--- config.mk ---
export PLATFORM = sky130hd
export DESIGN_NAME = hazard_ctrl
export DESIGN_NICKNAME = d
export VERILOG_FILES = /design/src/rtl/hazard_pkg.sv /design/src/rtl/hazard_fwd_unit.sv /design/src/rtl/hazard_ctrl.sv
export SDC_FILE = /design/constraint.sdc
export NUM_CORES = 1
export LEC_CHECK = 0
export BUFFER_PORTS_ARGS = -buffer_cell sky130_fd_sc_hd__buf_2
export CAP_MARGIN = 30
export CORE_MARGIN = 10
export CORE_UTILIZATION = 57
export CTS_BUF_LIST = sky130_fd_sc_hd__clkbuf_4
export CTS_CLUSTER_DIAMETER = 50
export DETAILED_ROUTE_END_ITERATION = 8
export PLACE_DENSITY = 0.89
export RECOVER_POWER = 50
export SYNTH_ARGS = -nofsm -noshare
export SYNTH_HDL_FRONTEND = slang
export SYNTH_HIERARCHICAL = 1
export SYNTH_SLANG_ARGS = --single-unit
--- constraint.sdc ---
create_clock -name clk_i -period 5.4 [get_ports clk_i]
set_input_delay 1.08 -clock clk_i [delete_from_list [all_inputs] [get_ports clk_i]]
set_output_delay 1.08 -clock clk_i [all_outputs]
set_load 0.01 [all_outputs]
--- src/rtl/hazard_pkg.sv ---
// Shared types for the pipeline hazard controller.
// Forwarding selects and watchdog FSM states.
package hazard_pkg;

  typedef enum logic [1:0] {
    FWD_RF  = 2'b00,
    FWD_WB  = 2'b01,
    FWD_MEM = 2'b10
  } fwd_sel_e;

  typedef enum logic {
    RUN      = 1'b0,
    MEM_WAIT = 1'b1
  } hz_state_e;

endpackage

--- src/rtl/hazard_fwd_unit.sv ---
// EX-stage operand forwarding select for one source operand.
// The MEM result is younger than the WB result, so it wins.
module hazard_fwd_unit
  import hazard_pkg::*;
#(
  parameter int REG_W = 5
) (
  input  logic [REG_W-1:0] rs_e_i,
  input  logic [REG_W-1:0] rd_m_i,
  input  logic             reg_write_m_i,
  input  logic [REG_W-1:0] rd_w_i,
  input  logic             reg_write_w_i,
  output fwd_sel_e         fwd_sel_o
);

  logic hit_m;
  logic hit_w;

  assign hit_m = reg_write_m_i
               && (rd_m_i != '0)
               && (rd_m_i == rs_e_i);
  assign hit_w = reg_write_w_i
               && (rd_w_i != '0)
               && (rd_w_i == rs_e_i);

  always_comb begin
    fwd_sel_o = FWD_RF;
    if (hit_m) begin
      fwd_sel_o = FWD_MEM;
    end else if (hit_w) begin
      fwd_sel_o = FWD_WB;
    end
  end

endmodule

--- src/rtl/hazard_ctrl.sv ---
// Pipeline hazard controller: stalls, flushes, forwarding,
// memory-wait watchdog and saturating performance counters.
module hazard_ctrl
  import hazard_pkg::*;
#(
  parameter int REG_W    = 5,
  parameter int MAX_WAIT = 15,
  parameter int CNT_W    = 32
) (
  input  logic             clk_i,
  input  logic             rst_ni,
  input  logic [REG_W-1:0] rs1_d_i,
  input  logic [REG_W-1:0] rs2_d_i,
  input  logic [REG_W-1:0] rs1_e_i,
  input  logic [REG_W-1:0] rs2_e_i,
  input  logic [REG_W-1:0] rd_e_i,
  input  logic             load_e_i,
  input  logic             pc_src_e_i,
  input  logic [REG_W-1:0] rd_m_i,
  input  logic             reg_write_m_i,
  input  logic [REG_W-1:0] rd_w_i,
  input  logic             reg_write_w_i,
  input  logic             mem_req_m_i,
  input  logic             mem_ack_i,
  output logic [1:0]       forward_a_e_o,
  output logic [1:0]       forward_b_e_o,
  output logic             stall_f_o,
  output logic             stall_d_o,
  output logic             stall_e_o,
  output logic             stall_m_o,
  output logic             flush_d_o,
  output logic             flush_e_o,
  output logic             flush_w_o,
  output logic             err_timeout_o,
  output logic [CNT_W-1:0] stall_cnt_o,
  output logic [CNT_W-1:0] flush_cnt_o
);

  localparam int WC_W = $clog2(MAX_WAIT + 1);
  localparam logic [WC_W-1:0] WAIT_MAX =
    WC_W'(MAX_WAIT);
  localparam logic [CNT_W-1:0] CNT_MAX = '1;

  fwd_sel_e  fwd_a;
  fwd_sel_e  fwd_b;
  logic      lw_stall;
  logic      mem_stall;
  hz_state_e state_q;
  hz_state_e state_d;
  logic [WC_W-1:0]  wait_q;
  logic [WC_W-1:0]  wait_d;
  logic             err_q;
  logic             err_d;
  logic [CNT_W-1:0] stall_cnt_q;
  logic [CNT_W-1:0] flush_cnt_q;

  hazard_fwd_unit #(.REG_W(REG_W)) u_fwd_a (
    .rs_e_i        (rs1_e_i),
    .rd_m_i        (rd_m_i),
    .reg_write_m_i (reg_write_m_i),
    .rd_w_i        (rd_w_i),
    .reg_write_w_i (reg_write_w_i),
    .fwd_sel_o     (fwd_a)
  );

  hazard_fwd_unit #(.REG_W(REG_W)) u_fwd_b (
    .rs_e_i        (rs2_e_i),
    .rd_m_i        (rd_m_i),
    .reg_write_m_i (reg_write_m_i),
    .rd_w_i        (rd_w_i),
    .reg_write_w_i (reg_write_w_i),
    .fwd_sel_o     (fwd_b)
  );

  assign lw_stall = load_e_i
                  && (rd_e_i != '0)
                  && ((rd_e_i == rs1_d_i)
                   || (rd_e_i == rs2_d_i));
  assign mem_stall = mem_req_m_i && !mem_ack_i;

  // A taken branch waits in the frozen EX stage
  // and flushes once memory releases the pipe.
  always_comb begin
    forward_a_e_o = FWD_RF;
    forward_b_e_o = FWD_RF;
    stall_f_o = 1'b0;
    stall_d_o = 1'b0;
    stall_e_o = 1'b0;
    stall_m_o = 1'b0;
    flush_d_o = 1'b0;
    flush_e_o = 1'b0;
    flush_w_o = 1'b0;
    if (rst_ni) begin
      forward_a_e_o = fwd_a;
      forward_b_e_o = fwd_b;
      if (mem_stall) begin
        stall_f_o = 1'b1;
        stall_d_o = 1'b1;
        stall_e_o = 1'b1;
        stall_m_o = 1'b1;
        flush_w_o = 1'b1;
      end else begin
        stall_f_o = lw_stall;
        stall_d_o = lw_stall;
        flush_d_o = pc_src_e_i;
        flush_e_o = lw_stall | pc_src_e_i;
      end
    end
  end

  always_comb begin
    state_d = state_q;
    unique case (state_q)
      RUN: begin
        if (mem_stall) state_d = MEM_WAIT;
      end
      MEM_WAIT: begin
        if (mem_ack_i) state_d = RUN;
      end
      default: state_d = RUN;
    endcase
  end

  always_comb begin
    wait_d = '0;
    if (mem_stall) begin
      if (wait_q == WAIT_MAX) begin
        wait_d = wait_q;
      end else begin
        wait_d = wait_q + WC_W'(1);
      end
    end
    err_d = err_q
          | (mem_stall && (wait_d == WAIT_MAX));
  end

  always_ff @(posedge clk_i or negedge rst_ni) begin
    if (!rst_ni) begin
      state_q <= RUN;
      wait_q  <= '0;
      err_q   <= 1'b0;
    end else begin
      state_q <= state_d;
      wait_q  <= wait_d;
      err_q   <= err_d;
    end
  end

  always_ff @(posedge clk_i or negedge rst_ni) begin
    if (!rst_ni) begin
      stall_cnt_q <= '0;
      flush_cnt_q <= '0;
    end else begin
      if (stall_f_o && (stall_cnt_q != CNT_MAX)) begin
        stall_cnt_q <= stall_cnt_q + CNT_W'(1);
      end
      if (flush_d_o && (flush_cnt_q != CNT_MAX)) begin
        flush_cnt_q <= flush_cnt_q + CNT_W'(1);
      end
    end
  end

  assign err_timeout_o = err_q;
  assign stall_cnt_o   = stall_cnt_q;
  assign flush_cnt_o   = flush_cnt_q;

endmodule

==> flow_summary.toml <==
[detailed_routing]
wire_per_inst_um = 17.2
dr.pass1.iters = 4
vias = 3204
routed_via_density = 5.69
drc = 0
drt-total-wl_um = 9700
final_antenna_net_count = 0
drt_iter0_drc = 144

[synthesis]
avgSynthCellArea_um2 = 10.6
syn-num-nets = 406
ys_ff_latch = 69
ys_seq_area_share_pct = 45.4
synth_cell_types = 45
synth-main-ff-cell = "dfrtp_1"
synth_area_leader_cell = "dfrtp_1"
synth.top_cells.by_area = "dfrtp_1, xnor2_1, xor2_1, nand3_1, nand4_1"
yosysTopAreaCellShare_pct = 45.4
netlist_area_um2 = 3800
yosysWarnings = 6
synthArstFlopShare_pct = 100
synth_edf_count = 0
syn_inst = 360

[global_route]
grt_pass1_wl_um = 15800
antenna_found_initial = 0
grt.total_usage_pct = 18.8
grt_max_degree = 53
overflow = 0
grt_pass1_vias = 3312

[finish]
fin_cells = 563
n_antenna_cell = 0
final_nets = 527
layout_common_cells = "buf_2, dfrtp_1, xnor2_1"
design_area_um2 = 4580
layout_commonest_cell = "buf_2"
area_delta_synth_final_pct = 20.5
drive_above_1_share_pct = 24.5

[die]
num_io_pins = 119
core_area_um2 = 6420
die_h_um = 102
die_width_um = 102
die_area_um2 = 10300
num_rows = 29
start_util_pct = 59.2

[clock_network]
cts_buffer_depth = 2
path_clk_slew_ps = 110
hold_buffers = 0
cts_buffers = 9
post_cts_resize_count = 0
cts_setup_buffers = 0
cts.sinks = 69
h-tree-depth = 3
clock_latency_ps = 400
root_buffer = "clkbuf_4"
cts_tree = "built"

[placed_design]
dp.cells = 547
finalWeightedCongestion = 0.852
dp_hpwl_um = 7530
place_area_um2 = 4420
place.port_buffers = 118

[outcome]
status = "finished, final reports clean"

[timing]
fmax_mhz = 246
setup_tns_ps = 0
maxSlewViolCount = 0
relSlewSlack_pct = 20.2
period_needed_ps = 4070
finalHoldViolCount = 0
grt_setup_unrepaired = "no"
holdWs_ps = 500
setup_violations = 0
clock_skew_ps = 19.5
finalCritPeriodShare_pct = 75.3
worst_pin_slew_ps = 1200

[setup_path]
cp_num_buf_inv = 3
worstPathArrival_ps = 2990
critPathCaptureType = "output port"
critical_path.top_delay_family = "buffers and inverters"
path_cells = "clkbuf_1 > buf_4 > and2_1 > buf_2"
critPathMaxFanout = 52
slowest_delay_ps = 860
crit_path_top_delay_cell = "clkbuf_1"
crit_path_start_kind = "input port"
worstSetupPathType = "in -> out"
required_ps = 4320

[flow_run]
maxCapViolations = 0

[pwr]
power_leakage_nw = 2.17
power_density_nw_per_um2 = 277
vdd_drop_max_mv = 0.214

[worst_hold_path]
hp-class = "reg -> reg"
-- per-layer routing --
layer / track usage, % / share of wire [%]
met5: 0 / 0
met1: 22.1 / 41
met4: 6.49 / 0.88
met3: 6.33 / 9.6
met2: 31.4 / 48
-- Yosys cell counts (4+ instances only) --
cell type / instances
buf_4: 5
xnor2_1: 63
and4_1: 8
nand4_1: 25
and3_1: 19
nand3_1: 32
dfrtp_1: 69
and2_1: 10
xor2_1: 26
nor2_1: 12
nor3_1: 15
inv_1: 4
nand2_1: 24
-- logic make-up after synthesis --
group	Yosys count	synth area share [%]
simple gates	166	26.0
compound gates	16	3.78
mux	3	0.856
xor+xnor	89	20.5
buf+inv	14	2.50
flops	69	45.4
fa+ha+maj	3	0.987
-- area by class of cell --
class / count / area [um^2]
Inverter: 5 / 18.8
Timing Repair Buffer: 119 / 556
Clock buffer: 9 / 67.6
Tap cell: 77 / 96.3
Clock inverter: 7 / 138
Fill cell: 514 / 1840
Sequential cell: 69 / 1730
Multi-Input combinational cell: 277 / 1980
-- worst paths after layout --
check | from | endpoint | slack (ps) | cells past startpoint
max in group asynchronous | rst_ni | stall_cnt_o[27]$_DFFE_PN0P_ | 3240 | 2
hold / removal | stall_cnt_o[16]$_DFFE_PN0P_ | stall_cnt_o[16]$_DFFE_PN0P_ | 500 | 1
min in group asynchronous | rst_ni | flush_cnt_o[26]$_DFFE_PN0P_ | 890 | 1
hold reg to reg | stall_cnt_o[16]$_DFFE_PN0P_ | stall_cnt_o[16]$_DFFE_PN0P_ | 500 | 1
setup / recovery | rst_ni | forward_a_e_o[0] | 1330 | 4
setup reg to reg | stall_cnt_o[0]$_DFFE_PN0P_ | stall_cnt_o[1]$_DFFE_PN0P_ | 2890 | 5
-- worst register-to-register path: stages, from the launching register on --
cell	delay, ps
dfrtp_1	470
ha_1	290
and3_1	230
and4_4	210
nor3b_4	800
mux2_2	420
-- report_power, final --
part           switching (mW)  internal, mW
clock network           0.182         0.280
logic                   0.111        0.0870
registers              0.0569         0.554
total                   0.350         0.920
-- flip-flops by register name (all words and copies together), names as in the netlist --
name and cells:
stall_cnt_o 32, err_timeout_o 1, flush_cnt_o 32, wait_q 4
-- metrics by stage --
step                utilization, %  setup WS [ps]  power (mW)
finish                        71.3           1330        1.27
global route                  71.3            993        1.34
CTS                           72.0           1760        1.29
detailed placement            68.8           1770       0.822
global placement              68.8           1800       0.810
floorplan                        -           2030       0.718
Note: power is estimated with default switching activity, not from simulation.
